### config.mk
export PLATFORM = sky130hd
export DESIGN_NAME = reset_req_gen
export DESIGN_NICKNAME = d
export VERILOG_FILES = /design/src/rtl/reset_req_gen_pkg.sv /design/src/rtl/reset_req_gen_debounce.sv /design/src/rtl/reset_req_gen.sv
export SDC_FILE = /design/constraint.sdc
export NUM_CORES = 1
export LEC_CHECK = 0
export BUFFER_PORTS_ARGS = -buffer_cell sky130_fd_sc_hd__buf_2
export CELL_PAD_IN_SITES_DETAIL_PLACEMENT = 0
export CELL_PAD_IN_SITES_GLOBAL_PLACEMENT = 1
export CORE_MARGIN = 2
export CORE_UTILIZATION = 49
export DETAILED_ROUTE_END_ITERATION = 12
export PLACE_DENSITY_LB_ADDON = 0.1
export REMOVE_ABC_BUFFERS = 1
export SLEW_MARGIN = 20
export SYNTH_ARGS = -nofsm -noshare
export SYNTH_HDL_FRONTEND = slang
export SYNTH_SLANG_ARGS = --single-unit
export TNS_END_PERCENT = 5
### constraint.sdc
create_clock -name sys_clk -period 2.8 [get_ports sys_clk]
set_input_delay 0.14 -clock sys_clk [delete_from_list [all_inputs] [get_ports sys_clk]]
set_output_delay 0.14 -clock sys_clk [all_outputs]
set_load 0.1 [all_outputs]
### src/rtl/reset_req_gen_pkg.sv
// Shared definitions for the reset request generator: FSM state encoding
// and the codes reported on rst_cause.
package reset_req_gen_pkg;

    // Sequencer states. ASSERT is the reset value so that power-on runs
    // through the same minimum-width pulse as every other request.
    typedef enum logic [1:0] {
        IDLE     = 2'd0,
        ASSERT   = 2'd1,
        WAIT_FB  = 2'd2,
        COOLDOWN = 2'd3
    } state_t;

    // Cause of the most recent reset sequence (2'b11 is reserved).
    localparam logic [1:0] CAUSE_POR  = 2'b00;
    localparam logic [1:0] CAUSE_EXT  = 2'b01;
    localparam logic [1:0] CAUSE_SOFT = 2'b10;

endpackage

### src/rtl/reset_req_gen_debounce.sv
// External reset pin conditioning: two-flop synchroniser followed by a
// consecutive-low counter. ext_req rises once DEBOUNCE_CYCLES synchronised
// lows have been seen in a row and falls on the first synchronised high.
module rst_pin_debounce #(
    parameter int DEBOUNCE_CYCLES = 8,
    parameter int CNT_W           = 8
) (
    input  logic sys_clk,
    input  logic async_rstn_in,
    input  logic ext_rstn_raw,
    output logic ext_req
);

    localparam logic [CNT_W-1:0] DEB_LAST = CNT_W'(DEBOUNCE_CYCLES - 1);

    logic [1:0]       sync_reg;
    logic [CNT_W-1:0] deb_cnt_reg;
    logic             ext_req_reg;

    // Synchroniser chain; preset high so a reset never looks like a pin press.
    always_ff @(posedge sys_clk or negedge async_rstn_in) begin
        if (!async_rstn_in) begin
            sync_reg <= 2'b11;
        end else begin
            sync_reg <= {sync_reg[0], ext_rstn_raw};
        end
    end

    // Count consecutive synchronised lows (saturating); any high restarts it.
    always_ff @(posedge sys_clk or negedge async_rstn_in) begin
        if (!async_rstn_in) begin
            deb_cnt_reg <= '0;
            ext_req_reg <= 1'b0;
        end else if (sync_reg[1]) begin
            deb_cnt_reg <= '0;
            ext_req_reg <= 1'b0;
        end else begin
            deb_cnt_reg <= (&deb_cnt_reg) ? deb_cnt_reg : deb_cnt_reg + 1'b1;
            // Previous run already holds DEBOUNCE_CYCLES-1 lows plus this one.
            ext_req_reg <= (deb_cnt_reg >= DEB_LAST);
        end
    end

    assign ext_req = ext_req_reg;

endmodule

### src/rtl/reset_req_gen.sv
// Producer of the global reset request. Arbitrates power-on, debounced
// external pin and soft requests, drives a minimum-width registered
// gen_rstn, then watches the synchroniser feedback to confirm release.
module reset_req_gen
    import reset_req_gen_pkg::*;
#(
    parameter int PULSE_CYCLES    = 16,
    parameter int DEBOUNCE_CYCLES = 8,
    parameter int COOLDOWN_CYCLES = 4,
    parameter int FB_TIMEOUT      = 32,
    parameter int CNT_W           = 8
) (
    input  logic       sys_clk,
    input  logic       async_rstn_in,
    input  logic       ext_rstn_raw,
    input  logic       soft_rst_req,
    input  logic       sync_rstn_fb,
    output logic       gen_rstn,
    output logic       rst_busy,
    output logic       rst_done,
    output logic [1:0] rst_cause,
    output logic       rst_err
);

    // Terminal counts: the counter is cleared on entry, so the last cycle
    // of an N-cycle phase sees N-1.
    localparam logic [CNT_W-1:0] PULSE_LAST = CNT_W'(PULSE_CYCLES - 1);
    localparam logic [CNT_W-1:0] COOL_LAST  = CNT_W'(COOLDOWN_CYCLES - 1);
    localparam logic [CNT_W-1:0] FB_LAST    = CNT_W'(FB_TIMEOUT - 1);

    logic ext_req;

    state_t           state_reg,    state_next;
    logic [CNT_W-1:0] cnt_reg,      cnt_next;
    logic [1:0]       cause_reg,    cause_next;
    logic             pending_reg,  pending_next;
    logic             done_reg,     done_next;
    logic             err_reg,      err_next;
    logic             gen_rstn_reg, gen_rstn_next;

    rst_pin_debounce #(
        .DEBOUNCE_CYCLES (DEBOUNCE_CYCLES),
        .CNT_W           (CNT_W)
    ) u_debounce (
        .sys_clk       (sys_clk),
        .async_rstn_in (async_rstn_in),
        .ext_rstn_raw  (ext_rstn_raw),
        .ext_req       (ext_req)
    );

    // State, counter and all outputs are registered; reset starts a POR pulse.
    always_ff @(posedge sys_clk or negedge async_rstn_in) begin
        if (!async_rstn_in) begin
            state_reg    <= ASSERT;
            cnt_reg      <= '0;
            cause_reg    <= CAUSE_POR;
            pending_reg  <= 1'b0;
            done_reg     <= 1'b0;
            err_reg      <= 1'b0;
            gen_rstn_reg <= 1'b0;
        end else begin
            state_reg    <= state_next;
            cnt_reg      <= cnt_next;
            cause_reg    <= cause_next;
            pending_reg  <= pending_next;
            done_reg     <= done_next;
            err_reg      <= err_next;
            gen_rstn_reg <= gen_rstn_next;
        end
    end

    // Next-state decode: request arbitration, pulse timing and feedback watch.
    always_comb begin
        state_next   = state_reg;
        cnt_next     = (&cnt_reg) ? cnt_reg : cnt_reg + 1'b1;
        cause_next   = cause_reg;
        pending_next = pending_reg;
        done_next    = 1'b0;
        err_next     = err_reg;

        case (state_reg)
            IDLE: begin
                // External wins a tie; the coincident soft request is dropped.
                if (ext_req) begin
                    state_next   = ASSERT;
                    cause_next   = CAUSE_EXT;
                    pending_next = 1'b0;
                end else if (soft_rst_req || pending_reg) begin
                    state_next   = ASSERT;
                    cause_next   = CAUSE_SOFT;
                    pending_next = 1'b0;
                end
            end
            ASSERT: begin
                // A held external pin stretches the pulse past its minimum.
                if ((cnt_reg >= PULSE_LAST) && !ext_req) begin
                    state_next = WAIT_FB;
                end
            end
            WAIT_FB: begin
                if (ext_req) begin
                    state_next = ASSERT;
                    cause_next = CAUSE_EXT;
                end else if (sync_rstn_fb) begin
                    state_next = COOLDOWN;
                    done_next  = 1'b1;
                end else if (cnt_reg >= FB_LAST) begin
                    state_next = COOLDOWN;
                    err_next   = 1'b1;
                end
            end
            COOLDOWN: begin
                // Soft pulses are single-cycle, so remember them for IDLE.
                if (soft_rst_req) begin
                    pending_next = 1'b1;
                end
                if (cnt_reg >= COOL_LAST) begin
                    state_next = IDLE;
                end
            end
            default: begin
                state_next = IDLE;
            end
        endcase

        if (state_next != state_reg) begin
            cnt_next = '0;
        end

        gen_rstn_next = (state_next != ASSERT);
    end

    assign gen_rstn  = gen_rstn_reg;
    assign rst_busy  = (state_reg != IDLE);
    assign rst_done  = done_reg;
    assign rst_cause = cause_reg;
    assign rst_err   = err_reg;

endmodule

### Word level (Yosys, flattened, before mapping)

Cells that the tools add are included.

* output and inout bits: 6
* bits in registers: 27

* bitwise operators: 2
* multiplexer cells: 24
* magnitude comparators: 4
* reduce and logical (&&, ||, !) cells: 12
* equal/unequal tests: 10
* $add $sub $neg: 2

Operators by type and width (number)
* $mux W8: 4
* $mux W2: 10
* $add A8 B1 Y8 const B: 2
* $reduce_and A8 Y1: 2
* $ge A8 B2 Y1 const B: 1
* $ge A8 B3 Y1 const B: 1
* $ge A8 B4 Y1 const B: 1
* $ge A8 B5 Y1 const B: 1
* $ne A2 B1 Y1 const B: 4
* $pmux W2 S4: 1
* $mux W1: 7
* $reduce_and A3 Y1: 2
* $reduce_bool A2 Y1: 3
* $eq A2 B2 Y1 const B: 2
* $pmux W2 S2: 1
* $reduce_and A4 Y1: 1
* $ne A3 B2 Y1 const B: 1
* $eq A2 B1 Y1 const B: 1
* $logic_not A2 Y1: 1
* $ne A2 B2 Y1: 1
* $ne A2 B2 Y1 const B: 1
* $not A1 Y1: 2
* $pmux W1 S2: 1
* $logic_and A1 B1 Y1: 1
* other kinds (2): 2

### Longest topological paths before layout

* depth in word-level cells: 7
* mapped depth: 5

### By module

Synthesis repeated with hierarchy kept, for this count alone.

* cells, all modules: 136
* area total of the unflattened synthesis: 1392.6 sq um

Modules (own cells, without submodules)
* reset_req_gen: cells an instance 86, instances 1, area each 855.8 sq um
* rst_pin_debounce: cells an instance 50, instances 1, area each 536.8 sq um

### Worst setup path after synthesis

OpenSTA, ideal clock, no wires.

* path kind: register -> register
* start: reg cnt_reg[0]
* end: reg cnt_reg[3]
* path slack: 1.063 ns
* stages on the path, launching flop included: 6
* setup time: 0.081 ns
* required time: 2.719 ns
* path buffers: 0
* arrival time: 1.656 ns
* clock period less this slack: 1.737 ns
* cell sequence: dfrtp_1 ha_1 or4b_1 o221ai_2 o211ai_4 nor3_2

* cells in the longest elaborated chain, start to end: 7
* elaborated cells on any way between the ends: 16
* classes of those cells: 1 x add/sub; 3 x order compare; 2 x eq/ne; 8 x mux; 2 x reduce/logical

Ends and longest elaborated chain
* start, declared: line reset_req_gen.sv:34 `logic [CNT_W-1:0] cnt_reg, cnt_next;`
* start signal, assigned: line reset_req_gen.sv:63 `cnt_reg <= cnt_next;`
* $ge A8 B5 Y1: line reset_req_gen.sv:107 `end else if (cnt_reg >= FB_LAST) begin`
* $mux W2: line reset_req_gen.sv:107
* $mux W2: line reset_req_gen.sv:104 `end else if (sync_rstn_fb) begin`
* $mux W2: line reset_req_gen.sv:101 `if (ext_req) begin`
* $pmux W2 S4: line reset_req_gen.sv:81 `case (state_reg)`
* $ne A2 B2 Y1: line reset_req_gen.sv:126 `if (state_next != state_reg) begin`
* $ne A2 B1 Y1 (no line) or $mux W8 (tied branches)

Several ways; a longest one is shown, not always the timed one. The select of a mux whose other input is x is not followed.
A chain may end at the register's enable or synchronous reset.

### Worst setup path in the final report

* start: reg cnt_reg[0]
* end: reg cnt_reg[7]

Same word-level chain as after synthesis.

==> qor.yml <==
fin_setup_tns_ns: 0
vias: 1005
drc: 0
drv.max_cap_violation_count: 0
synth-edff-count: 0
ys_seq_area_share_pct: 50.6
drv_slew: 0
wirelength_met1_um: 1220
wl_met2_um: 977
die_w_um: 56.4
antenna_found_initial: 0
ir_drop_uv: 554
synth.most_common_cell: "dfrtp_1"
num-nets-final: 152
gp_congestion: 0.783
ys_seq_elements: 27
status: "finished, final reports clean"
dr.first_iter.drc_count: 27
synth_top_area_share_pct: 44.7
grt_pass1_wl_um: 4140
grt_start_max_net_pins: 28
fin_crit_ns: 1.90
syn_inst: 131
crit_path_start_kind: "register"
die_area_um2: 3180
yosys.area.top_type: "dfrtp_1"
critPathTopFamily: "simple AND/OR/NAND/NOR gates"
clk_pin_slew_ns: 0.14
relSlewSlack_pct: 61.4
start_util_pct: 52.8
cts_buffers: 3
hold_path_class: "input port to register"
grt_usage_pct: 16.5
tightest_slew_ns: 0.579
core_um2: 2540
routed_via_density: 5.78
cp_max_fo: 8
cts_tree: "done"
drive_gt1_share_pct: 18.8
max_stage_delay_ns: 0.54
avgRoutedWirePerCell_um: 13.2
p_int_w: 0.000675
crit_path_end_kind: "register"
critPathSlowestCell: "or4b_1"
power_density_nw_per_um2: 804
drt_wl_total_um: 2290
clk_latency_ns: 0.33
seqPwrFrac_pct: 45.8
worst-endpoint-required_ns: 3.06
synth_commonest_cells: "dfrtp_1, nor2_1, nand2_1"
final_hold_viol_count: 0
setup_viol: 0
synthArstFlopShare_pct: 100
rsz0062_at_grt: "no"
routed-wl-met3_um: 58
num_antenna_cells: 0
fmax_mhz: 527
h-tree-depth: 1
fin_crit_sh_pct: 67.8
grt_pass1_vias: 934
worstPathCellList: "ha_1 > or4b_1 > o221ai_2 > o211ai_4 > nor3_2"
yosys_warnings: 0
drt-pass1-iter-count: 4
finalClockSkew_ns: 0.0120
syn_to_final_growth_pct: 9.13
synth_area_um2: 1340
rows: 18
cp.arrival_ns: 2.16
holdWs_ns: 0.0789
cts_sinks: 27
p_clk_share_pct: 14.7
place.port_buffers: 10
cts_root_buf: "clkbuf_4"
overflow: 0
avgSynthCellArea_um2: 10.3
chipHeight_um: 56.4
ys_top_cells_by_area: "dfrtp_1, nor2_1, dfstp_2"
switching_power_w: 0.000504
pin_count: 11
p_leak_nw: 0.695
drtAntennaViolNets: 0
critPathBufInv: 0
critPathKind: "register to register"
hpwlAfterDp_um: 1650
synth.distinct_cells: 41
top_layer_used: "met4"
post_cts_buffers: 0
comb_power_share_pct: 39.6
swShare_pct: 42.8
synth_ff_type: "dfrtp_1"
cts_buffer_depth: 2
path summary, 6_finish.rpt:
path / start / end / slack, ns / cells after the start
worst min-delay path: sync_rstn_fb / rst_done$_DFF_PN0_ / 0.08 / 2
worst max-delay path: cnt_reg[0]$_DFFE_PN0P_ / cnt_reg[7]$_DFFE_PN0P_ / 0.90 / 5
worst max register to register: cnt_reg[0]$_DFFE_PN0P_ / cnt_reg[7]$_DFFE_PN0P_ / 0.90 / 5
min in group asynchronous: async_rstn_in / u_debounce.deb_cnt_reg[6]$_DFFE_PN0P_ / 0.31 / 2
worst min register to register: u_debounce.sync_reg[0]$_DFF_PN1_ / u_debounce.sync_reg[1]$_DFF_PN1_ / 0.37 / 0
max in group asynchronous: async_rstn_in / state_reg[0]$_DFF_PN1_ / 2.10 / 2
through the flow:
step	setup WS [ns]	cells	utilization, %	total power, W	instance area [µm²]
after floorplan	1.06	128	-	0.000922	1330
after global placement	0.988	168	55.7	0.00100	1420
after detailed placement	0.939	168	55.7	0.00101	1420
after CTS	0.896	174	57.6	0.00119	1470
after global routing	0.805	174	57.6	0.00126	1470
final	0.902	174	57.6	0.00118	1470
what timing repair did:
item                                   CTS  global route
gates resized for setup                  0             0
endpoints found under the hold margin   25             0
hold buffers                             2             0
power by group through the flow:
| stage | Combinational, W | Clock [W] | Sequential (W) |
|---|---|---|---|
| after floorplan | 0.000296 | 0 | 0.000626 |
| final | 0.000467 | 0.000173 | 0.000539 |
| after detailed placement | 0.000468 | 0 | 0.000547 |
| after CTS | 0.000471 | 0.000182 | 0.000538 |
| after global placement | 0.000460 | 0 | 0.000544 |
| after global routing | 0.000513 | 0.000193 | 0.000553 |
worst register-to-register path: stages, from the launching register on:
cell and delay (ns):
dfrtp_1 0.43, ha_1 0.25, or4b_1 0.54, o221ai_2 0.22
o211ai_4 0.18, nor3_2 0.21
layout make-up:
class,instances,area (µm²)
inverter,4,15.0
timing repair buffer,12,70.1
fill,250,1080
tap,30,37.5
multi-input combinational,97,634
clock buffer,3,22.5
sequential,27,679
clock inverter,1,7.51
layer usage:
layer,GRT usage [%],up-vias
met5,0,-
li1,-,508
met2,25.2,16
met3,2.07,3
met1,23.5,478
met4,7.14,0
cell usage in the layout, fill, tap and decap left out, types with 3 or more instances in the layout:
cell,n
a21oi_1,5
a31oi_1,4
nand2_1,10
nor2_1,22
dfrtp_1,24
nand3_1,4
nor3_2,4
clkbuf_4,3
dfstp_2,3
and3_1,4
inv_1,4
buf_2,10
nor3_1,4
o21ai_0,5
cell families (layout without fill, tap and decap cells):
logic type,count (synthesis),count (layout),share of synthesized area [%]
compound gates,28,28,16.7
xor+xnor,4,4,2.61
fa+ha+maj,2,2,1.86
buf+inv,7,20,2.23
flops,27,27,50.6
mux,2,2,1.49
simple gates,61,61,24.6
Note: power is estimated with default switching activity, not from simulation.
